<file path="src/rtl/machine_timer_pkg.sv">
// Shared types and register offsets for the machine timer (mtime/mtimecmp).
// Optional prescaler is enabled by defining MTIMER_PRESCALE_EN.
package timer_pkg;

    typedef logic [63:0] mtime_t;

    localparam logic [4:0] MTIME_LO    = 5'h00;
    localparam logic [4:0] MTIME_HI    = 5'h04;
    localparam logic [4:0] MTIMECMP_LO = 5'h08;
    localparam logic [4:0] MTIMECMP_HI = 5'h0C;
    localparam logic [4:0] PRESCALE    = 5'h10;

endpackage

</file>
<file path="src/rtl/machine_timer_if.sv">
// Single-cycle-request 32-bit bus between the memory stage and the machine timer.
interface machine_timer_if;

    logic        sel;
    logic        we;
    logic [4:0]  addr;
    logic [31:0] wdata;
    logic [31:0] rdata;
    logic        ack;

    modport master (output sel, we, addr, wdata, input  rdata, ack);
    modport slave  (input  sel, we, addr, wdata, output rdata, ack);

endinterface

</file>
<file path="src/rtl/machine_timer_prescaler.sv">
// Tick generator for mtime: one tick every (prescale+1) cycles.
// Only instantiated when MTIMER_PRESCALE_EN is defined.
module timer_prescaler #(
    parameter logic [15:0] PRESCALE_RST = 16'd0
) (
    input  logic        clk,
    input  logic        rst,
    input  logic        load,
    input  logic [15:0] load_val,
    output logic [15:0] prescale,
    output logic        tick
);

    logic [15:0] count;

    assign tick = (count == '0);

    always_ff @(posedge clk) begin
        if (rst) begin
            prescale <= PRESCALE_RST;
            count    <= '0;
        end else if (load) begin
            prescale <= load_val;
            count    <= load_val;
        end else if (tick) begin
            count    <= prescale;
        end else begin
            count    <= count - 16'd1;
        end
    end

endmodule

</file>
<file path="src/rtl/machine_timer.sv">
// CLINT-style RISC-V machine timer: 64-bit mtime/mtimecmp with a registered
// level interrupt. Define MTIMER_PRESCALE_EN to add the prescale register at 0x10.
module machine_timer
    import timer_pkg::*;
#(
    parameter mtime_t RESET_CMP = 64'hFFFF_FFFF_FFFF_FFFF
`ifdef MTIMER_PRESCALE_EN
    ,
    parameter logic [15:0] PRESCALE_RST = 16'd0
`endif
) (
    input  logic            clk,
    input  logic            rst,
    machine_timer_if.slave  bus,
    output logic            time_interupt
);

    logic [31:0] mtime_lo, mtime_hi;
    logic [31:0] cmp_lo, cmp_hi;
    logic [31:0] lo_nxt, hi_nxt;
    logic [32:0] lo_inc;
    logic [31:0] rd_mux;
    logic [4:0]  word_addr;
    logic        wr;
    logic        tick;

    assign word_addr = bus.addr & 5'b11100;
    assign wr        = bus.sel & bus.we;

`ifdef MTIMER_PRESCALE_EN
    logic [15:0] prescale;

    timer_prescaler #(
        .PRESCALE_RST (PRESCALE_RST)
    ) u_prescaler (
        .clk      (clk),
        .rst      (rst),
        .load     (wr && (word_addr == PRESCALE)),
        .load_val (bus.wdata[15:0]),
        .prescale (prescale),
        .tick     (tick)
    );
`else
    assign tick = 1'b1;
`endif

    // A low-half write both replaces the low word and swallows its carry;
    // a high-half write keeps the low word counting.
    always_comb begin
        lo_inc = {1'b0, mtime_lo} + {32'd0, tick};
        lo_nxt = lo_inc[31:0];
        hi_nxt = mtime_hi + {31'd0, lo_inc[32]};
        if (wr && (word_addr == MTIME_LO)) begin
            lo_nxt = bus.wdata;
            hi_nxt = mtime_hi;
        end
        if (wr && (word_addr == MTIME_HI)) begin
            hi_nxt = bus.wdata;
        end
    end

    always_comb begin
        rd_mux = '0;
        case (word_addr)
            MTIME_LO:    rd_mux = mtime_lo;
            MTIME_HI:    rd_mux = mtime_hi;
            MTIMECMP_LO: rd_mux = cmp_lo;
            MTIMECMP_HI: rd_mux = cmp_hi;
`ifdef MTIMER_PRESCALE_EN
            PRESCALE:    rd_mux = {16'd0, prescale};
`endif
            default:     rd_mux = '0;
        endcase
    end

    always_ff @(posedge clk) begin
        if (rst) begin
            mtime_lo      <= '0;
            mtime_hi      <= '0;
            cmp_lo        <= RESET_CMP[31:0];
            cmp_hi        <= RESET_CMP[63:32];
            bus.ack       <= 1'b0;
            bus.rdata     <= '0;
            time_interupt <= 1'b0;
        end else begin
            mtime_lo      <= lo_nxt;
            mtime_hi      <= hi_nxt;
            if (wr && (word_addr == MTIMECMP_LO)) cmp_lo <= bus.wdata;
            if (wr && (word_addr == MTIMECMP_HI)) cmp_hi <= bus.wdata;
            bus.ack       <= bus.sel;
            bus.rdata     <= bus.sel ? rd_mux : '0;
            time_interupt <= ({mtime_hi, mtime_lo} >= {cmp_hi, cmp_lo});
        end
    end

endmodule

</file>
<file path="src/flat_wrapper.sv">
// flat-port wrapper written by rule: the top's interface ports become plain ports
module machine_timer_flat import timer_pkg::*;
#(
    parameter mtime_t RESET_CMP = 64'hFFFF_FFFF_FFFF_FFFF

)
  (clk, rst, time_interupt, bus_sel, bus_we, bus_addr, bus_wdata, bus_rdata, bus_ack);
  machine_timer_if bus_i ();
  input  logic clk;
  input  logic rst;
  output logic time_interupt;
  input wire logic [$bits(bus_i.sel)-1:0] bus_sel;
  input wire logic [$bits(bus_i.we)-1:0] bus_we;
  input wire logic [$bits(bus_i.addr)-1:0] bus_addr;
  input wire logic [$bits(bus_i.wdata)-1:0] bus_wdata;
  output wire logic [$bits(bus_i.rdata)-1:0] bus_rdata;
  output wire logic [$bits(bus_i.ack)-1:0] bus_ack;
  assign bus_i.sel = bus_sel;
  assign bus_i.we = bus_we;
  assign bus_i.addr = bus_addr;
  assign bus_i.wdata = bus_wdata;
  assign bus_rdata = bus_i.rdata;
  assign bus_ack = bus_i.ack;
  machine_timer #(.RESET_CMP(RESET_CMP)) u_core (.clk(clk), .rst(rst), .bus(bus_i), .time_interupt(time_interupt));
endmodule
</file>
<file path="config.mk">
export PLATFORM = sky130hd
export DESIGN_NAME = machine_timer_flat
export DESIGN_NICKNAME = d
export VERILOG_FILES = /design/src/rtl/machine_timer_pkg.sv /design/src/rtl/machine_timer_if.sv /design/src/rtl/machine_timer_prescaler.sv /design/src/rtl/machine_timer.sv /design/src/flat_wrapper.sv
export SDC_FILE = /design/constraint.sdc
export NUM_CORES = 1
export LEC_CHECK = 0
export CAP_MARGIN = 30
export CORE_MARGIN = 2
export CORE_UTILIZATION = 55
export DETAILED_ROUTE_END_ITERATION = 8
export GPL_TIMING_DRIVEN = 0
export PLACE_DENSITY = 0.76
export SYNTH_ARGS = -nofsm -noshare
export SYNTH_HDL_FRONTEND = slang
export SYNTH_HIERARCHICAL = 1
export SYNTH_SLANG_ARGS = --single-unit
</file>
<file path="constraint.sdc">
create_clock -name clk -period 9.2 [get_ports clk]
set_input_delay 0.92 -clock clk [delete_from_list [all_inputs] [get_ports clk]]
set_output_delay 0.92 -clock clk [all_outputs]
set_load 0.005 [all_outputs]
</file>
==> summary.md, run 1 <==
| Metric | Value |
|---|---|
| Outcome | `completed` |
| Vias in the first global route | `8278` |
| Die Y | `130 um` |
| Max VDD drop | `0.132 mV` |
| Pwr Total | `1.55 mW` |
| Asr flop ratio synth | `0%` |
| CTS Buf Count | `17` |
| Hold Fails Final Rpt | `0` |
| Clk slew on worst S/H paths | `0.07 ns` |
| Required @ worst endpoint | `9.53 ns` |
| DR vias | `8692` |
| Final wirelength | `28300 um` |
| Max Fclk | `261 MHz` |
| Seq/Total Area, Yosys | `37.3%` |
| DR vias/cell | `6.35` |
| Routability cong. | `0.982` |
| First-pass GRT wire length | `45000 um` |
| EDFF count, synth | `0` |
| Arr. time, crit path | `4.16 ns` |
| Global route total overflow | `0` |
| Reg area | `0.00324 mm2` |
| Root buffer cell | `clkbuf_16` |
| Ports | `75` |
| Crit path launch type | `flop` |
| Num Clock Sinks | `162` |
| Synth cell types | `59` |
| Fin crit period | `3.82 ns` |
| Residual DRC count | `0` |
| Syn-to-layout area delta | `17.7%` |
| Initial Util | `56.8%` |
| Area contributors post-synth | `dfxtp_1 37%, ha_1 9.6%, a22oi_1 6.1%` |
| Htree depth | `4` |
| Critical Path Sink Type | `flop` |
| Maximum clock insertion buffer count | `2` |
| Antenna Violating Nets Remaining | `0` |
| CP max FO | `7` |
| Worst-Margin Slew | `0.883 ns` |
| Top FF cell, synth | `dfxtp_1` |
| Synthesized area | `0.00871 mm2` |
| Average size of a mapped cell | `8.25 um2` |
| Die footprint | `0.0169 mm2` |
| Worst-Skew Late Latency | `0.43 ns` |
| Worst R2R Path Depth | `12` |
| Hold path depth | `2` |
| Final net count | `1254` |
| Yosys top cell area share | `37.3%` |
| Die width | `130 um` |
| HPWL after DPL | `20300 um` |
| Hold Path Class | `reg2reg` |
| RSZ-0062 raised after global routing | `false` |
| Critical path class | `reg2reg` |
| Setup Fix Bufs, Post-CTS | `0` |
| # rows | `45` |
| CTS tree | `yes` |
| PortBufs | `71` |
| Final setup vio count | `0` |
| Maximum capacitance violations | `0` |
| Final Max Slew Viols | `0` |
| Final core occ | `66.9%` |
| Slew margin rel. | `41.0%` |
| Final period util | `41.6%` |
| Hold Buf Count CTS | `0` |
| Syn nets | `1163` |
| Initial antenna violation count | `0` |
| WL/cell | `20.7 um` |
| Power per Cell Area | `151 mW/mm2` |
| Initial DRC count | `1186` |
| Warnings, synthesis | `6` |
| Dominant cell type by area after synthesis | `dfxtp_1` |
| Static leakage | `4.21 nW` |
| Setup_tns | `0 ns` |
| Diode count | `0` |
| CTS resizes | `0` |
| Drt pass-1 iters | `5` |
| Synthesized flop and latch total | `162` |
| Core box area | `0.0153 mm2` |
| Gr usage total | `34.7%` |
| Area of the multi-input gates | `0.00492 mm2` |
| # fillers | `1338` |
| Worst Skew | `0.00943 ns` |
| Largest net degree at the start of global routing | `17` |
| Post-synthesis cell count | `1055` |
| Fraction of layout cells with a size suffix above 1 | `3.72%` |
==> cells in the final DEF, fill, tap and decap left out, types with 4 or more instances in the layout <==
cell type        count
a221oi_1             5
nor2_1              71
a21oi_1             79
o221ai_1             4
or3_1                7
nand4_1             22
clkinv_2             4
and4_1               6
dfxtp_1            162
inv_1               71
clkdlybuf4s50_1     71
nor4_1               7
o211ai_1            64
ha_1                67
buf_1                4
a211oi_1            37
mux2i_1              5
o21ai_0             33
nand2_1            128
nor3b_1              4
and3_1               9
a22oi_1             71
nand3_1             33
xor2_1              21
clkbuf_1            67
clkbuf_8             6
nor3_1              11
a311oi_1             4
a21o_1               6
xnor2_1              9
clkbuf_16           17
a31oi_1              5
==> worst paths after layout <==
path / end / slack, ns / start
max: u_core/mtime_hi[22] / 5.38 / u_core/mtime_lo[9]
min: u_core/cmp_lo[18] / 0.52 / u_core/cmp_lo[18]
max reg2reg: u_core/mtime_hi[22] / 5.38 / u_core/mtime_lo[9]
min reg2reg: u_core/cmp_lo[18] / 0.52 / u_core/cmp_lo[18]
==> area by class of cell <==
type / count / share of cell area [%]
clock buffer: 25 / 5.03
tap: 211 / 2.58
sequential: 162 / 31.6
multi-input combinational: 751 / 48.0
clock inverter: 5 / 0.488
buffer: 70 / 2.65
timing repair buffer: 72 / 6.97
inverter: 72 / 2.64
==> stage by stage <==
stage	hold WS [ns]	cells	worst slack, ns	area, um2
after floorplan	0.469	1055	6.15	8710
after global placement	0.510	1337	5.35	9680
after detailed placement	0.512	1338	5.36	9680
after CTS	0.523	1368	5.49	10200
after global routing	0.552	1368	5.24	10200
final	0.521	1368	5.38	10200
==> kinds of logic (layout without fill, tap and decap cells) <==
| kind of cell | after synthesis | after routing | share of synthesized area, % |
|---|---|---|---|
| buffers and inverters | 142 | 244 | 6.22 |
| muxes | 6 | 6 | 0.704 |
| AOI/OAI and AO/OA | 328 | 328 | 25.5 |
| and+or+nand+nor | 320 | 320 | 17.7 |
| adders and majority gates | 67 | 67 | 9.63 |
| xor gates and xnor gates | 30 | 30 | 3.02 |
| DFF | 162 | 162 | 37.3 |
==> critical path, stage by stage, from the launching register on <==
cell and delay (ns):
dfxtp_1 0.49, nand3_1 0.18, nor3_2 0.46, nand3_1 0.23, nor3_1 0.23, ha_1 0.24
ha_1 0.23, and3_1 0.19, nand3_1 0.22, nor4_1 0.65, nand2_1 0.15, mux2i_1 0.15
a221oi_1 0.32
==> Yosys cell counts, types with 3 or more instances <==
master	number
xnor2_1	9
o221ai_1	4
o211ai_1	64
nor4_1	7
a31oi_1	5
a21oi_1	79
o31ai_1	3
nand4_1	22
ha_1	67
buf_1	3
nor2_1	71
clkbuf_1	65
mux2i_1	5
a21o_1	6
inv_1	71
nor3b_1	4
a22oi_1	71
nand3_1	33
nand2b_1	3
and2_1	3
a221oi_1	5
a211oi_1	37
a2111oi_0	3
nor3_1	11
o21ai_0	33
and3_1	9
or3_1	7
and4_1	6
xor2_1	21
a311oi_1	4
dfxtp_1	162
nand2_1	128
==> report_power, final <==
group          total [mW]  switching (mW)  leakage, nW  internal, mW
combinational       0.125          0.0757         2.61        0.0490
clock               0.692           0.281        0.285         0.411
sequential          0.733          0.0157         1.31         0.718
total                1.55           0.372         4.21          1.18
==> registers in the layout, summed over array words and instances (netlist names) <==
name                  cells
u_core/bus.ack            1
u_core/bus.rdata         32
u_core/cmp_hi            32
u_core/cmp_lo            32
u_core/mtime_hi          32
u_core/mtime_lo          32
u_core/time_interupt      1
==> metal layers <==
metal	up-vias	global-route usage, %	share of wire [%]
li1	4039	-	-
met1	4092	47.9	43
met4	0	15.1	3.3
met2	490	52.0	43
met3	71	8.24	11
met5	-	0	0
Power figures use the tool's default switching activity.
==> inputs of run 2 (changes only) <==
Settings changed: CORE_UTILIZATION 55 to 53, PLACE_DENSITY 0.76 to 0.77.
Clock period 9.2 ns to 3.4 ns, I/O delays scaled along.
==> run 2 against run 1 <==
Effect of this change: largest power group is now the clock network; hold slack worse by 0.098 ns; highest routed layer unchanged; register-to-register slack worse by 5.3 ns; sequential share of layout area decreased by 0.34 points; maximum frequency increased by 17%; via count is 1.7% higher; clock-buffer cell count is 2 lower.
==> summary.md, run 2 (synthesized netlist as in run 1, its figures left out) <==
| Metric | Value |
|---|---|
| # rows | `46 (+2.2%)` |
| Residual DRC count | `0 (unchanged)` |
| Crit-path cells | `nand4_1, nor2_4, nand2_2, nor3_2, ha_2, ha_2, and3_1, nand3_2, or3_4, or4b_4, o21ai_2, a211oi_1` |
| Most common cell after layout, fill and taps aside | `dfxtp_1` |
| Top Family by Delay on Critical Path | `simple AND/OR/NAND/NOR gates` |
| Placed cell areas | `0.00969 mm2 (about the same)` |
| Initial Util | `54.6% (-2.2 points)` |
| Cell mode on critical path | `ha_2` |
| Initial antenna violation count | `0 (unchanged)` |
| Routability cong. | `0.943 (-4.0%)` |
| Drt pass-1 iters | `5 (unchanged)` |
| Diode count | `0 (unchanged)` |
| WP buf/inv | `0 (unchanged)` |
| Final wirelength | `28600 um (+0.82%)` |
| Max VDD drop | `0.385 mV (+190%)` |
| Fin crit period | `3.28 ns (-0.547 ns)` |
| Worst Skew | `0.00831 ns (-0.00112 ns)` |
| Worst-Skew Late Latency | `0.43 ns (about the same)` |
| HPWL after DPL | `20500 um (+0.89%)` |
| DR vias/cell | `6.43 (+1.2%)` |
| Final setup vio count | `0 (unchanged)` |
| Power per Cell Area | `415 mW/mm2 (+170%)` |
| Root buffer cell | `clkbuf_16` |
| Critical Path Sink Type | `flop` |
| Die width | `132 um (+1.8%)` |
| Die Y | `132 um (+1.8%)` |
| Metal2 WL | `12600 um (+3.2%)` |
| Pwr Total | `4.32 mW (+180%)` |
| Top Layer Used | `met4` |
| Maximum clock insertion buffer count | `2 (unchanged)` |
| Global route total overflow | `0 (unchanged)` |
| Max Fclk | `305 MHz (+17%)` |
| Syn-to-layout area delta | `19.5%` |
| Crit path launch type | `flop` |
| Initial DRC count | `1077 (-9.2%)` |
| Clk slew on worst S/H paths | `0.06 ns (about the same)` |
| Worst-Margin Slew | `1.05 ns (+0.172 ns)` |
| Gr usage total | `32.6% (-2.1 points)` |
| First-pass GRT wire length | `44700 um (-0.49%)` |
| Critical path class | `reg2reg` |
| Setup WS pre-CTS | `-0.289 ns (-5.65 ns)` |
| Critical path's largest stage delay | `0.53 ns (-0.12 ns)` |
| CP max FO | `7 (unchanged)` |
| Largest net degree at the start of global routing | `17 (unchanged)` |
| DR vias | `8844 (+1.7%)` |
| Hold Buf Count CTS | `0 (unchanged)` |
| Slew margin rel. | `27.9% (-13 points)` |
| Core box area | `0.0159 mm2 (+4.1%)` |
| Required @ worst endpoint | `3.68 ns (-5.85 ns)` |
| CTS Buf Count | `17 (unchanged)` |
| Static leakage | `4.24 nW (+0.84%)` |
| Htree depth | `4 (unchanged)` |
| Antenna Violating Nets Remaining | `0 (unchanged)` |
| Hold Path Class | `in2reg` |
| Hold Fails Final Rpt | `0 (unchanged)` |
| Fraction of layout cells with a size suffix above 1 | `6.12% (+2.4 points)` |
| Final period util | `96.4% (+55 points)` |
| Fin area | `0.0104 mm2 (+1.5%)` |
| Vias in the first global route | `8081 (-2.4%)` |
| Final Max Slew Viols | `0 (unchanged)` |
| Outcome | `completed` |
| CTS tree | `yes` |
| WL met3 | `2840 um (-9.1%)` |
| PortBufs | `71 (unchanged)` |
| Maximum capacitance violations | `0 (unchanged)` |
| Final net count | `1256 (+0.16%)` |
| Ports | `75 (unchanged)` |
| Met1 Routed Length | `12200 um (+1.6%)` |
| Num Clock Sinks | `162 (unchanged)` |
| Arr. time, crit path | `3.56 ns (-0.60 ns)` |
| WL/cell | `20.8 um (+0.23%)` |
| Slowest cell on the critical path | `or4b_4` |
| Commonest non-fill, non-tap cells in the layout | `150 x dfxtp_1, 127 x nand2_1, 79 x a21oi_1` |
| Die footprint | `0.0175 mm2 (+3.7%)` |
| Final WS setup | `0.122 ns (-5.25 ns)` |
==> run 2: changes by cell type in the layout (fill, tap and decap cells not counted), sizes merged <==
cell	before	now
clkinvlp	0	3
buf	5	7
bufinv	1	3
clkbuf	91	89
clkinv	4	2
==> run 2: power breakdown <==
part / internal (mW) / switching, mW / leakage (nW)
Combinational: 0.135 / 0.204 / 2.63
Clock: 1.23 / 0.768 / 0.291
Sequential: 1.94 / 0.0449 / 1.32
==> run 2: area by class of cell <==
cell class | instances | area, um2
Fill cell | 1411 | 5540
Multi-Input combinational cell | 751 | 4990
Sequential cell | 162 | 3260
Timing Repair Buffer | 74 | 733
Clock buffer | 23 | 488
Buffer | 70 | 272
Inverter | 72 | 270
Tap cell | 216 | 270
Clock inverter | 8 | 126
==> run 2: final timing paths <==
check | from | end | slack, ns | depth (start not counted)
max | u_core/mtime_lo[19] | u_core/mtime_hi[18] | 0.12 | 12
min | rst | u_core/bus.ack | 0.42 | 2
max reg2reg | u_core/mtime_lo[19] | u_core/mtime_hi[18] | 0.12 | 12
min reg2reg | u_core/cmp_lo[19] | u_core/cmp_lo[19] | 0.52 | 2
==> run 2: per-stage QoR <==
step | std cells | hold slack [ns] | util [%] | TNS (ns)
final | 1376 | 0.423 | 65.3 | 0
after global routing | 1376 | 0.423 | 65.3 | -0.0123
after CTS | 1374 | 0.390 | 64.8 | 0
after detailed placement | 1342 | 0.510 | 60.8 | -0.932
after global placement | 1342 | 0.511 | 60.8 | -0.723
after floorplan | 1055 | 0.469 | - | 0
==> run 2: repair_timing <==
item	4_1_cts	5_1_grt
pin swaps	1	4
setup endpoints to repair	9	14
resized for setup	9	19
gates cloned	0	0
setup buffers	1	2
endpoints found under the hold margin	0	0
==> run 2: per-layer routing <==
metal  vias to the layer above  global-route usage (%)
met5                         -                       0
met1                      4231                    44.8
li1                       4047                       -
met4                         0                    13.8
met2                       492                    50.0
met3                        74                    6.42
==> inputs of run 3 (changes only) <==
--- a/config.mk
+++ b/config.mk
@@ -11,4 +11,5 @@
 export DETAILED_ROUTE_END_ITERATION = 8
 export GPL_TIMING_DRIVEN = 0
+export HOLD_SLACK_MARGIN = 0.12
 export PLACE_DENSITY = 0.77
 export SYNTH_ARGS = -nofsm -noshare
==> constraint.sdc (replaced) <==
create_clock -name clk -period 3.4 [get_ports clk]
set_input_delay 0.34 -clock clk [delete_from_list [all_inputs] [get_ports clk]]
set_output_delay 0.34 -clock clk [all_outputs]
set_load 0.1 [all_outputs]
==> results of run 3 <==
The final DEF is identical to that of run 2. Status: completed.
Among the figures that moved: total power 4.32 mW -> 4.38 mW; worst IR drop on VDD 0.385 mV -> 0.386 mV
